[config.mk]
export PLATFORM = sky130hd
export DESIGN_NAME = sp_ram_arbiter_flat
export DESIGN_NICKNAME = d
export VERILOG_FILES = /design/src/rtl/sp_ram_arbiter_if.sv /design/src/rtl/sp_ram_arbiter.sv /design/src/flat_wrapper.sv
export SDC_FILE = /design/constraint.sdc
export NUM_CORES = 1
export LEC_CHECK = 0
export ABC_CLOCK_PERIOD_IN_PS = 2400
export BUFFER_PORTS_ARGS = -buffer_cell sky130_fd_sc_hd__buf_2
export CORE_MARGIN = 4
export CORE_UTILIZATION = 45
export DETAILED_ROUTE_END_ITERATION = 6
export PLACE_DENSITY = 0.8
export SYNTH_ARGS = -nofsm -noshare
export SYNTH_HDL_FRONTEND = slang
export SYNTH_SLANG_ARGS = --single-unit
[constraint.sdc]
create_clock -name clk -period 2.4 [get_ports clk]
set_input_delay 0.24 -clock clk [delete_from_list [all_inputs] [get_ports clk]]
set_output_delay 0.24 -clock clk [all_outputs]
set_load 0.03 [all_outputs]
[src/rtl/sp_ram_arbiter_if.sv]
// Requester-side bus of sp_ram_arbiter: flattened per-requester request fields,
// one-hot grant/completion pulses and shared read data.
interface sp_ram_arbiter_if #(
    parameter int unsigned NREQ   = 4,
    parameter int unsigned ADDR_W = 4,
    parameter int unsigned DATA_W = 8
) ();
    logic [NREQ-1:0]        req;
    logic [NREQ-1:0]        req_we;
    logic [NREQ*ADDR_W-1:0] req_addr;
    logic [NREQ*DATA_W-1:0] req_wdata;
    logic [NREQ-1:0]        gnt;
    logic [NREQ-1:0]        rsp_valid;
    logic [DATA_W-1:0]      rsp_rdata;

    modport master (
        output req, req_we, req_addr, req_wdata,
        input  gnt, rsp_valid, rsp_rdata
    );

    modport slave (
        input  req, req_we, req_addr, req_wdata,
        output gnt, rsp_valid, rsp_rdata
    );
endinterface

[src/rtl/sp_ram_arbiter.sv]
// Round-robin arbiter that serialises requester reads/writes onto one single-port RAM
// with a registered read port; one transaction in flight, all outputs registered.
module sp_ram_arbiter #(
    parameter int unsigned NREQ   = 4,
    parameter int unsigned ADDR_W = 4,
    parameter int unsigned DATA_W = 8
) (
    input  logic              clk,
    input  logic              rst,
    sp_ram_arbiter_if.slave   bus,
    output logic              busy,
    output logic              ram_en,
    output logic [ADDR_W-1:0] ram_addr,
    output logic [DATA_W-1:0] ram_din,
    input  logic [DATA_W-1:0] ram_dout
);
    localparam int unsigned IDX_W = (NREQ > 1) ? $clog2(NREQ) : 1;

    typedef enum logic [1:0] {StIdle, StWr, StRd, StResp} state_e;

    state_e             state;
    logic [IDX_W-1:0]   ptr;
    logic [IDX_W-1:0]   cur;

    logic               found;
    logic [IDX_W-1:0]   win;
    int unsigned        idx;
    logic               win_we;
    logic [ADDR_W-1:0]  win_addr;
    logic [DATA_W-1:0]  win_wdata;
    logic [IDX_W-1:0]   ptr_next;
    logic [NREQ-1:0]    cur_onehot;

    // Scan from ptr upward with wrap-around; first set request wins.
    always_comb begin
        found = 1'b0;
        win   = '0;
        idx   = 0;
        for (int unsigned k = 0; k < NREQ; k++) begin
            idx = (32'(ptr) + k) % NREQ;
            if (!found && bus.req[idx]) begin
                found = 1'b1;
                win   = IDX_W'(idx);
            end
        end
    end

    always_comb begin
        win_we     = bus.req_we[win];
        win_addr   = bus.req_addr[32'(win) * ADDR_W +: ADDR_W];
        win_wdata  = bus.req_wdata[32'(win) * DATA_W +: DATA_W];
        ptr_next   = (win == IDX_W'(NREQ - 1)) ? '0 : win + 1'b1;
        cur_onehot = NREQ'(1) << cur;
    end

    // The address goes out on the grant edge so the registered RAM read data is
    // ready to capture on the RESP edge, two cycles after the grant.
    always_ff @(posedge clk or negedge rst) begin
        if (!rst) begin
            state         <= StIdle;
            ptr           <= '0;
            cur           <= '0;
            bus.gnt       <= '0;
            bus.rsp_valid <= '0;
            bus.rsp_rdata <= '0;
            busy          <= 1'b0;
            ram_en        <= 1'b0;
            ram_addr      <= '0;
            ram_din       <= '0;
        end else begin
            bus.gnt       <= '0;
            bus.rsp_valid <= '0;
            unique case (state)
                StIdle: begin
                    ram_en <= 1'b0;
                    busy   <= found;
                    if (found) begin
                        bus.gnt  <= NREQ'(1) << win;
                        cur      <= win;
                        ptr      <= ptr_next;
                        ram_en   <= win_we;
                        ram_addr <= win_addr;
                        if (win_we) begin
                            ram_din <= win_wdata;
                        end
                        state    <= win_we ? StWr : StRd;
                    end
                end
                StWr: begin
                    ram_en        <= 1'b0;
                    bus.rsp_valid <= cur_onehot;
                    busy          <= 1'b0;
                    state         <= StIdle;
                end
                StRd: begin
                    state <= StResp;
                end
                StResp: begin
                    bus.rsp_rdata <= ram_dout;
                    bus.rsp_valid <= cur_onehot;
                    busy          <= 1'b0;
                    state         <= StIdle;
                end
                default: begin
                    state <= StIdle;
                end
            endcase
        end
    end
endmodule
[src/flat_wrapper.sv]
// flat-port wrapper written by rule: the top's interface ports become plain ports
module sp_ram_arbiter_flat 
#(
    parameter int unsigned NREQ   = 4,
    parameter int unsigned ADDR_W = 4,
    parameter int unsigned DATA_W = 8
)
  (clk, rst, busy, ram_en, ram_addr, ram_din, ram_dout, bus_req, bus_req_we, bus_req_addr, bus_req_wdata, bus_gnt, bus_rsp_valid, bus_rsp_rdata);
  sp_ram_arbiter_if #(.NREQ(NREQ), .ADDR_W(ADDR_W), .DATA_W(DATA_W)) bus_i ();
  input  logic clk;
  input  logic rst;
  output logic busy;
  output logic ram_en;
  output logic [ADDR_W-1:0] ram_addr;
  output logic [DATA_W-1:0] ram_din;
  input  logic [DATA_W-1:0] ram_dout;
  input wire logic [$bits(bus_i.req)-1:0] bus_req;
  input wire logic [$bits(bus_i.req_we)-1:0] bus_req_we;
  input wire logic [$bits(bus_i.req_addr)-1:0] bus_req_addr;
  input wire logic [$bits(bus_i.req_wdata)-1:0] bus_req_wdata;
  output wire logic [$bits(bus_i.gnt)-1:0] bus_gnt;
  output wire logic [$bits(bus_i.rsp_valid)-1:0] bus_rsp_valid;
  output wire logic [$bits(bus_i.rsp_rdata)-1:0] bus_rsp_rdata;
  assign bus_i.req = bus_req;
  assign bus_i.req_we = bus_req_we;
  assign bus_i.req_addr = bus_req_addr;
  assign bus_i.req_wdata = bus_req_wdata;
  assign bus_gnt = bus_i.gnt;
  assign bus_rsp_valid = bus_i.rsp_valid;
  assign bus_rsp_rdata = bus_i.rsp_rdata;
  sp_ram_arbiter #(.NREQ(NREQ), .ADDR_W(ADDR_W), .DATA_W(DATA_W)) u_core (.clk(clk), .rst(rst), .bus(bus_i), .busy(busy), .ram_en(ram_en), .ram_addr(ram_addr), .ram_din(ram_din), .ram_dout(ram_dout));
endmodule
Word-level counts from Yosys, hierarchy flattened
Cells that the tools add are included.
- add/subtract/negate cells: 4
- order comparisons: 5
- eq/ne operators: 5
- shifts and indexed selects: 4
- muxes and demuxes: 28
- reductions and logical operators: 12
- operators with widths (operator ; count):
    indexed part select 32 x 6 -> 8 bit ; 1
    indexed part select 16 x 5 -> 4 bit ; 1
    less-than comparator 2 x 3 -> 1 bit, second input constant ; 5
    2-to-1 mux 2 bit ; 7
    2-to-1 mux 4 bit ; 3
    binary-select mux 1 bit (select 2 bit) ; 5
    2-to-1 mux 1 bit ; 10
    << shifter 1 x 2 -> 4 bit, first input constant ; 2
    equality test 2 bit, second input constant ; 3
    case mux 2 bit (3 select lines) ; 1
    adder 2 x 1 -> 2 bit, second input constant ; 2
    adder 2 bit, second input constant ; 2
    case mux 1 bit (2 select lines) ; 2
    nonzero test 2 bit ; 2
    logical AND 1 bit ; 3
    logical NOT 1 bit ; 3
    AND reduction 3 bit ; 1
    equality test 2 x 1 -> 1 bit, second input constant ; 1
    logical NOT 2 bit ; 1
    inequality test 2 x 1 -> 1 bit, second input constant ; 1
    AND reduction 2 bit ; 1
    OR reduction 2 bit ; 1
- register bits after elaboration: 36
- input port bits: 66
- output and inout port bits: 30
- word-level logic and storage cells: 68

Longest topological paths before layout
Gate-level depths: netlist (run 1).
- depth in word-level cells: 17
- depth in mapped cells: 9

Worst setup path before layout (run 1)
OpenSTA, ideal clock, no wires.
- path type: register to register
- start: reg u_core.ptr[0]
- end: reg u_core.ptr[1]
- setup time: 125 ps
- arrival: 1791 ps
- setup slack: 484 ps
- stages on the path, launching flop included: 8
- path buffers: 2
- cells stage by stage: dfrtp_1 > o221a_1 > o22ai_2 > buf_6 > buf_2 > inv_1 > ha_1 > mux2_2
- word-level cells in the longest chain between the ends: 14
- elaborated cells between the ends (all ways): 29
- those cells by class: add/sub: 4; eq/ne: 1; mux: 17; reduce/logical: 7
- ends and longest elaborated chain (item ; line ; RTL):
    start, declared ; sp_ram_arbiter.sv:22 ; logic [IDX_W-1:0] ptr;
    start signal, assigned ; sp_ram_arbiter.sv:80 ; ptr <= ptr_next;
    branches (longest 11 deep; another with adder 2 x 1 -> 2 bit) ; - ;
    2-to-1 mux 2 bit * ; sp_ram_arbiter.sv:41 ; if (!found && bus.req[idx]) begin
    adder 2 x 1 -> 2 bit / equality test 2 bit (equally long branches) ; sp_ram_arbiter.sv:52 ; ptr_next = (win == IDX_W'(NREQ - 1)) ? '0 : win + 1'b1;
    2-to-1 mux 2 bit * ; sp_ram_arbiter.sv:52 ;
    via u_core.ptr_next[1] ; sp_ram_arbiter.sv:31 ; logic [IDX_W-1:0] ptr_next;
Mark *: on every way through the listed nets, which the timed path passes. The select of a mux whose other input is x is not followed.
A chain may end at the register's enable or synchronous reset.

Worst setup path after layout (run 1)
- start: reg u_core.ptr[0]
- end: reg u_core.ram_din[4]
- word-level cells in the longest chain between the ends: 15
- elaborated cells between the ends (all ways): 29
- those cells by class: add/sub: 3; shift: 1; mux: 18; reduce/logical: 7
- ends and longest elaborated chain (item ; line ; RTL):
    branches (longest 15 deep; another with adder 2 x 1 -> 2 bit) ; - ;
    end signal, assigned ; sp_ram_arbiter.sv:84 ; ram_din <= win_wdata;
    end, declared ; sp_ram_arbiter.sv:14 ; output logic [DATA_W-1:0] ram_din,
Several ways; the timed one is not identified. The select of a mux whose other input is x is not followed.

==> flow_metrics.env, run 1 <==
export IMPL_status="finished clean"
export IMPL_finalNonFillerCells=301
export IMPL_ctsHoldBuffers=0
export IMPL_fillers=323
export IMPL_cts_root_buf="clkbuf_8"
export IMPL_worst_hold_slack_ns=0.0380
export IMPL_multi_input_area_um2=881
export IMPL_pin_count=96
export IMPL_drive_gt1_frac=0.522
export IMPL_drc=0
export IMPL_htreeDepth=2
export IMPL_total_power_uw=3310
export IMPL_grt_pass1_wl_mm=6.08
export IMPL_r2r_cells=6
export IMPL_synthCells=151
export IMPL_firstDrtPassIters=4
export IMPL_cts_tree="done"
export IMPL_grt_total_usage=0.150
export IMPL_crit_buf_inv=1
export IMPL_critPathLaunchType="flop"
export IMPL_synthArstFlopShare=1.00
export IMPL_cap_violations=0
export IMPL_slew_viol_final=0
export IMPL_preCtsSetupSlack_ns=0.283
export IMPL_n_antenna_cell=0
export IMPL_netSwitchingFraction=0.424
export IMPL_yosysUniqueCellTypes=31
export IMPL_dp_cells=293
export IMPL_ant_nets=0
export IMPL_power_frac_comb=0.555
export IMPL_die_h_um=72.2
export IMPL_ctsResizeCount=0
export IMPL_internal_power_uw=1900
export IMPL_grt_overflow_total=0
export IMPL_grt_max_degree=37
export IMPL_clkPwrFrac=0.128
export IMPL_p_seq_frac=0.317
export IMPL_critical_path_depth=6
export IMPL_routabilityCongestion=0.768
export IMPL_insertion_delay_ns=0.27
export IMPL_finalWorstSetupSlack_ns=0.302
export IMPL_grt_pass1_vias=1392
export IMPL_ys_warn_count=0
export IMPL_synthesis_nets=218
export IMPL_path_delay_family="multiplexers"
export IMPL_synthTopCellsByArea="dfrtp_1 49%, mux2i_1 19%, mux2_2 7.9%, mux2_4 6.5%, nand2_1 2.4%"
export IMPL_fin_setup_tns_ns=0
export IMPL_min_path_type="input port to asynchronous set/reset pin"
export IMPL_synthesis_area_um2=1850
export IMPL_slowest_stage="dfrtp_1"
export IMPL_die_x_um=72.2
export IMPL_clock_skew_ns=0.00535
export IMPL_ys_ff_latch=36
export IMPL_clock_path_buffers=2
export IMPL_clk_pin_slew_worst_paths_ns=0.07
export IMPL_synth_area_leader_cell="dfrtp_1"
export IMPL_drtIter0Drc=36
export IMPL_area_delta_synth_final_pct=33.2
export IMPL_initial_utilization=0.463
export IMPL_powerDensity_nw_per_um2=1340
export IMPL_wl_mm=3.84
export IMPL_synthDominantCellAreaShare=0.486
export IMPL_crit_top_cell="mux2i_1"
export IMPL_fmax_mhz=477
export IMPL_synth_avg_cell_area_um2=12.3
export IMPL_die_area_um2=5210
export IMPL_hold_viol_final=0
export IMPL_slew_headroom=0.487
export IMPL_layout_nets=317
export IMPL_synth_edf_count=0
export IMPL_critPathMaxFanout=22
export IMPL_ys_flop_type="dfrtp_1"
export IMPL_wl_per_cell_um=12.7
export IMPL_regArea_um2=901
export IMPL_slowest_delay_ns=0.42
export IMPL_vias=1485
export IMPL_clkSinkCount=36
export IMPL_setup_violations_final=0
export IMPL_arrival_ns=2.26
export IMPL_p_switching_uw=1400
export IMPL_cp_cell_sequence="o221a_1 > o22ai_4 > buf_4 > mux2i_1 > mux2i_1 > mux2_4"
export IMPL_coreArea_um2=4000
export IMPL_numCtsBuffers=5
export IMPL_worstSetupPathType="flop to flop"
export IMPL_fin_crit_ns=2.10
export IMPL_yosysSeqAreaShare=0.486
export IMPL_end_kind="flop"
export IMPL_cts_setup_buffers=0
export IMPL_fin_crit_sh=0.874
export IMPL_viasPerCell=4.93
export IMPL_portBuffers=95
export IMPL_cp_required_ns=2.56
export IMPL_dpl_hpwl_mm=3.09
export IMPL_rsz0062_at_grt="false"
export IMPL_worstMarginPinSlew_ns=0.769
export IMPL_ir_drop_uv=671
export IMPL_num_rows=23
export IMPL_grt_antenna_before_repair=0
export IMPL_leakagePower_uw=0.00141
[registers in the layout, summed over array words and instances, names as in the netlist]
signal                cells
u_core.ptr                2
u_core.ram_addr           4
u_core.state              2
u_core.bus.gnt            4
u_core.bus.rsp_rdata      8
u_core.bus.rsp_valid      4
u_core.cur                2
u_core.ram_din            8
u_core.busy               1
u_core.ram_en             1
[cell families after synthesis]
| logic type | after synthesis | synth area share |
|---|---|---|
| AOI/OAI and AO/OA | 16 | 0.0601 |
| adders and majority gates | 1 | 0.00675 |
| buffers and inverters | 14 | 0.0425 |
| DFF | 36 | 0.486 |
| muxes | 56 | 0.333 |
| and+or+nand+nor | 28 | 0.0716 |
[routing by layer]
layer / track usage / up-vias / wire length [um]
met2: 0.267 / 72 / 1890
met3: 0.0512 / 9 / 364
met4: 0.0501 / 0 / 74
met1: 0.168 / 676 / 1500
li1: - / 728 / -
met5: 0 / - / 0
[path summary, 6_finish.rpt]
kind                                                 from                                  end  slack, ns
max                             u_core.ptr[0]$_DFFE_PN0P_        u_core.ram_din[4]$_DFFE_PN0P_       0.30
max reg2reg                     u_core.ptr[0]$_DFFE_PN0P_        u_core.ram_din[4]$_DFFE_PN0P_       0.30
min reg2reg                u_core.ram_addr[2]$_DFFE_PN0P_       u_core.ram_addr[2]$_DFFE_PN0P_       0.48
min                                                   rst       u_core.ram_addr[0]$_DFFE_PN0P_       0.04
max in group asynchronous                             rst        u_core.ram_din[5]$_DFFE_PN0P_       1.87
min in group clk                              ram_dout[3]  u_core.bus.rsp_rdata[3]$_DFFE_PN0N_       0.19
[per-stage QoR]
stage | cell area [um^2] | utilization
after floorplan | 1850 | -
after global placement | 2380 | 0.594
after detailed placement | 2380 | 0.594
after CTS | 2470 | 0.617
after global routing | 2470 | 0.617
final | 2470 | 0.617
[cells in the final DEF, fill, tap and decap left out, drive strengths merged, types with 2 or more instances in the layout]
cell    count
a21oi       3
clkbuf      6
o22ai       2
mux2i      35
dfrtp      36
o21ai       5
buf        99
clkinv      3
nand2      12
nor2        6
mux2       21
nor2b       2
inv         6
a21o        2
[final cells by class]
cell class | instances | area share
tap | 50 | 0.0253
sequential | 36 | 0.365
inverter | 7 | 0.0106
timing repair buffer | 99 | 0.205
multi-input combinational | 101 | 0.357
clock inverter | 2 | 0.00405
clock buffer | 6 | 0.0335
[cells in the mapped netlist, drive strengths merged, types with 2 or more instances]
| cell type | count |
|---|---|
| o21ai | 5 |
| o22ai | 2 |
| mux2i | 35 |
| nor2b | 2 |
| nor2 | 6 |
| mux2 | 21 |
| nand2 | 12 |
| a21o | 2 |
| buf | 6 |
| dfrtp | 36 |
| inv | 6 |
| a21oi | 3 |
[power by group through the flow]
stage	Sequential, uW	Clock, uW	Combinational, uW
5_1_grt	1090	468	1960
6_report	1050	423	1830
2_1_floorplan	1500	0	957
4_1_cts	1050	442	1860
3_5_place_dp	1050	0	1870
3_3_place_gp	1060	0	1820
Note: power is estimated with default switching activity, not from simulation.
==> inputs of run 2 (changes only) <==
--- a/config.mk
+++ b/config.mk
@@ -11,6 +11,7 @@
 export CORE_UTILIZATION = 45
 export DETAILED_ROUTE_END_ITERATION = 6
 export PLACE_DENSITY = 0.8
+export RECOVER_POWER = 100
 export SYNTH_ARGS = -nofsm -noshare
 export SYNTH_HDL_FRONTEND = slang
 export SYNTH_SLANG_ARGS = --single-unit
==> flow_metrics.env, run 2 (same netlist as run 1, synthesis figures left out) <==
export IMPL_drc=0
export IMPL_portBuffers=95
export IMPL_ctsResizeCount=0
export IMPL_worstSetupPathType="flop to flop"
export IMPL_slew_headroom=-0.213
export IMPL_layout_common_cells="63 x buf_2, 36 x dfrtp_1, 35 x mux2i_1"
export IMPL_layout_nets=317
export IMPL_grt_antenna_before_repair=0
export IMPL_grt_pass1_wl_mm=6.08
export IMPL_grt_total_usage=0.150
export IMPL_htreeDepth=2
export IMPL_viasPerCell=4.94
export IMPL_grt_max_degree=37
export IMPL_fin_crit_ns=2.17
export IMPL_violations="capacitance limit, slew limit"
export IMPL_final_util=0.606
export IMPL_total_power_uw=3240
export IMPL_numCtsBuffers=5
export IMPL_num_rows=23
export IMPL_cts_tree="done"
export IMPL_cp_required_ns=2.56
export IMPL_regArea_um2=901
export IMPL_p_switching_uw=1410
export IMPL_leakagePower_uw=0.00131
export IMPL_wl_mm=3.84
export IMPL_setup_violations_final=0
export IMPL_firstDrtPassIters=4
export IMPL_drtIter0Drc=39
export IMPL_dpl_hpwl_mm=3.09
export IMPL_critPathLaunchType="flop"
export IMPL_ctsHoldBuffers=0
export IMPL_finalWorstSetupSlack_ns=0.232
export IMPL_hold_viol_final=0
export IMPL_routabilityCongestion=0.768
export IMPL_fillers=341
export IMPL_preCtsSetupSlack_ns=0.283
export IMPL_multi_input_area_um2=881
export IMPL_die_h_um=72.2
export IMPL_initial_utilization=0.463
export IMPL_ir_drop_uv=649
export IMPL_place_area_um2=2380
export IMPL_reg_largest_list="u_core.bus.rsp_rdata x8, u_core.ram_din x8"
export IMPL_insertion_delay_ns=0.27
export IMPL_clk_pin_slew_worst_paths_ns=0.07
export IMPL_clkSinkCount=36
export IMPL_die_area_um2=5210
export IMPL_ant_nets=0
export IMPL_p_seq_frac=0.326
export IMPL_internal_power_uw=1830
export IMPL_pin_count=96
export IMPL_power_frac_comb=0.543
export IMPL_grt_pass1_vias=1392
export IMPL_netSwitchingFraction=0.435
export IMPL_coreArea_um2=4000
export IMPL_fin_crit_sh=0.903
export IMPL_cts_setup_buffers=0
export IMPL_min_path_type="input port to flop"
export IMPL_fmax_mhz=461
export IMPL_cap_violations=1
export IMPL_powerDensity_nw_per_um2=1340
export IMPL_clkPwrFrac=0.131
export IMPL_fin_setup_tns_ns=0
export IMPL_status="finished, violations left"
export IMPL_n_antenna_cell=0
export IMPL_clock_path_buffers=2
export IMPL_grt_overflow_total=0
export IMPL_stdcell_area_um2=2420
export IMPL_vias=1487
export IMPL_worstMarginPinSlew_ns=1.82
export IMPL_slew_viol_final=37
export IMPL_clock_skew_ns=0.00535
export IMPL_rsz0062_at_grt="false"
export IMPL_die_x_um=72.2
export IMPL_final_common_cell="buf_2"
export IMPL_end_kind="flop"
export IMPL_arrival_ns=2.33
export IMPL_wl_per_cell_um=12.8
export IMPL_critPathMaxFanout=9
export IMPL_drive_gt1_frac=0.394
export IMPL_cts_root_buf="clkbuf_8"
export IMPL_area_delta_synth_final_pct=30.8
==> run 2: changes by cell type in the layout (fill, tap and decap cells not counted), sizes merged <==
cell,before,now
clkbuf,6,40
buf,99,65
==> run 2: layer usage <==
layer | vias up | wire (um) | GRT usage | part of all wire
met5 | - | 0 | 0 | 0
met4 | 0 | 74 | 0.0501 | 0.019
met3 | 9 | 351 | 0.0512 | 0.091
met2 | 72 | 1890 | 0.267 | 0.49
met1 | 678 | 1520 | 0.168 | 0.40
li1 | 728 | - | - | -
==> run 2: cell type report <==
type,count,share of cell area
sequential,36,0.372
multi-input combinational,101,0.363
timing repair buffer,99,0.190
clock buffer,6,0.0341
tap,50,0.0258
inverter,7,0.0108
clock inverter,2,0.00413
==> run 2: power by group through the flow <==
stage	clock, uW	combinational (uW)	sequential, uW
after floorplan	0	957	1500
after global placement	0	1820	1060
after detailed placement	0	1870	1050
after CTS	442	1860	1050
after global routing	468	1890	1090
final	423	1760	1060
==> run 2: critical path, stage by stage (launching register included) <==
cell and delay [ns]:
dfrtp_1 0.42, o221a_1 0.26, o22ai_4 0.29, mux2i_1 0.30, o22a_1 0.17, clkbuf_2 0.28, mux2_4 0.33
==> run 2: final timing paths <==
kind / slack, ns / cells after the start / to / startpoint
min in group asynchronous: 0.45 / 1 / u_core.bus.gnt[2]$_DFF_PN0_ / rst
worst min register to register: 0.48 / 2 / u_core.ram_addr[0]$_DFFE_PN0P_ / u_core.ram_addr[0]$_DFFE_PN0P_
worst min-delay path: 0.19 / 2 / u_core.bus.rsp_rdata[3]$_DFFE_PN0N_ / ram_dout[3]
max in group asynchronous: 0.90 / 1 / u_core.ram_din[5]$_DFFE_PN0P_ / rst
worst max-delay path: 0.23 / 6 / u_core.ram_din[4]$_DFFE_PN0P_ / u_core.ptr[0]$_DFFE_PN0P_
worst max register to register: 0.23 / 6 / u_core.ram_din[4]$_DFFE_PN0P_ / u_core.ptr[0]$_DFFE_PN0P_
==> run 2: stage by stage <==
stage,hold WS [ns],cells
after global placement,0.350,293
final,0.192,301
after detailed placement,0.369,293
after global routing,0.180,301
after floorplan,-0.0556,151
after CTS,0.0641,301
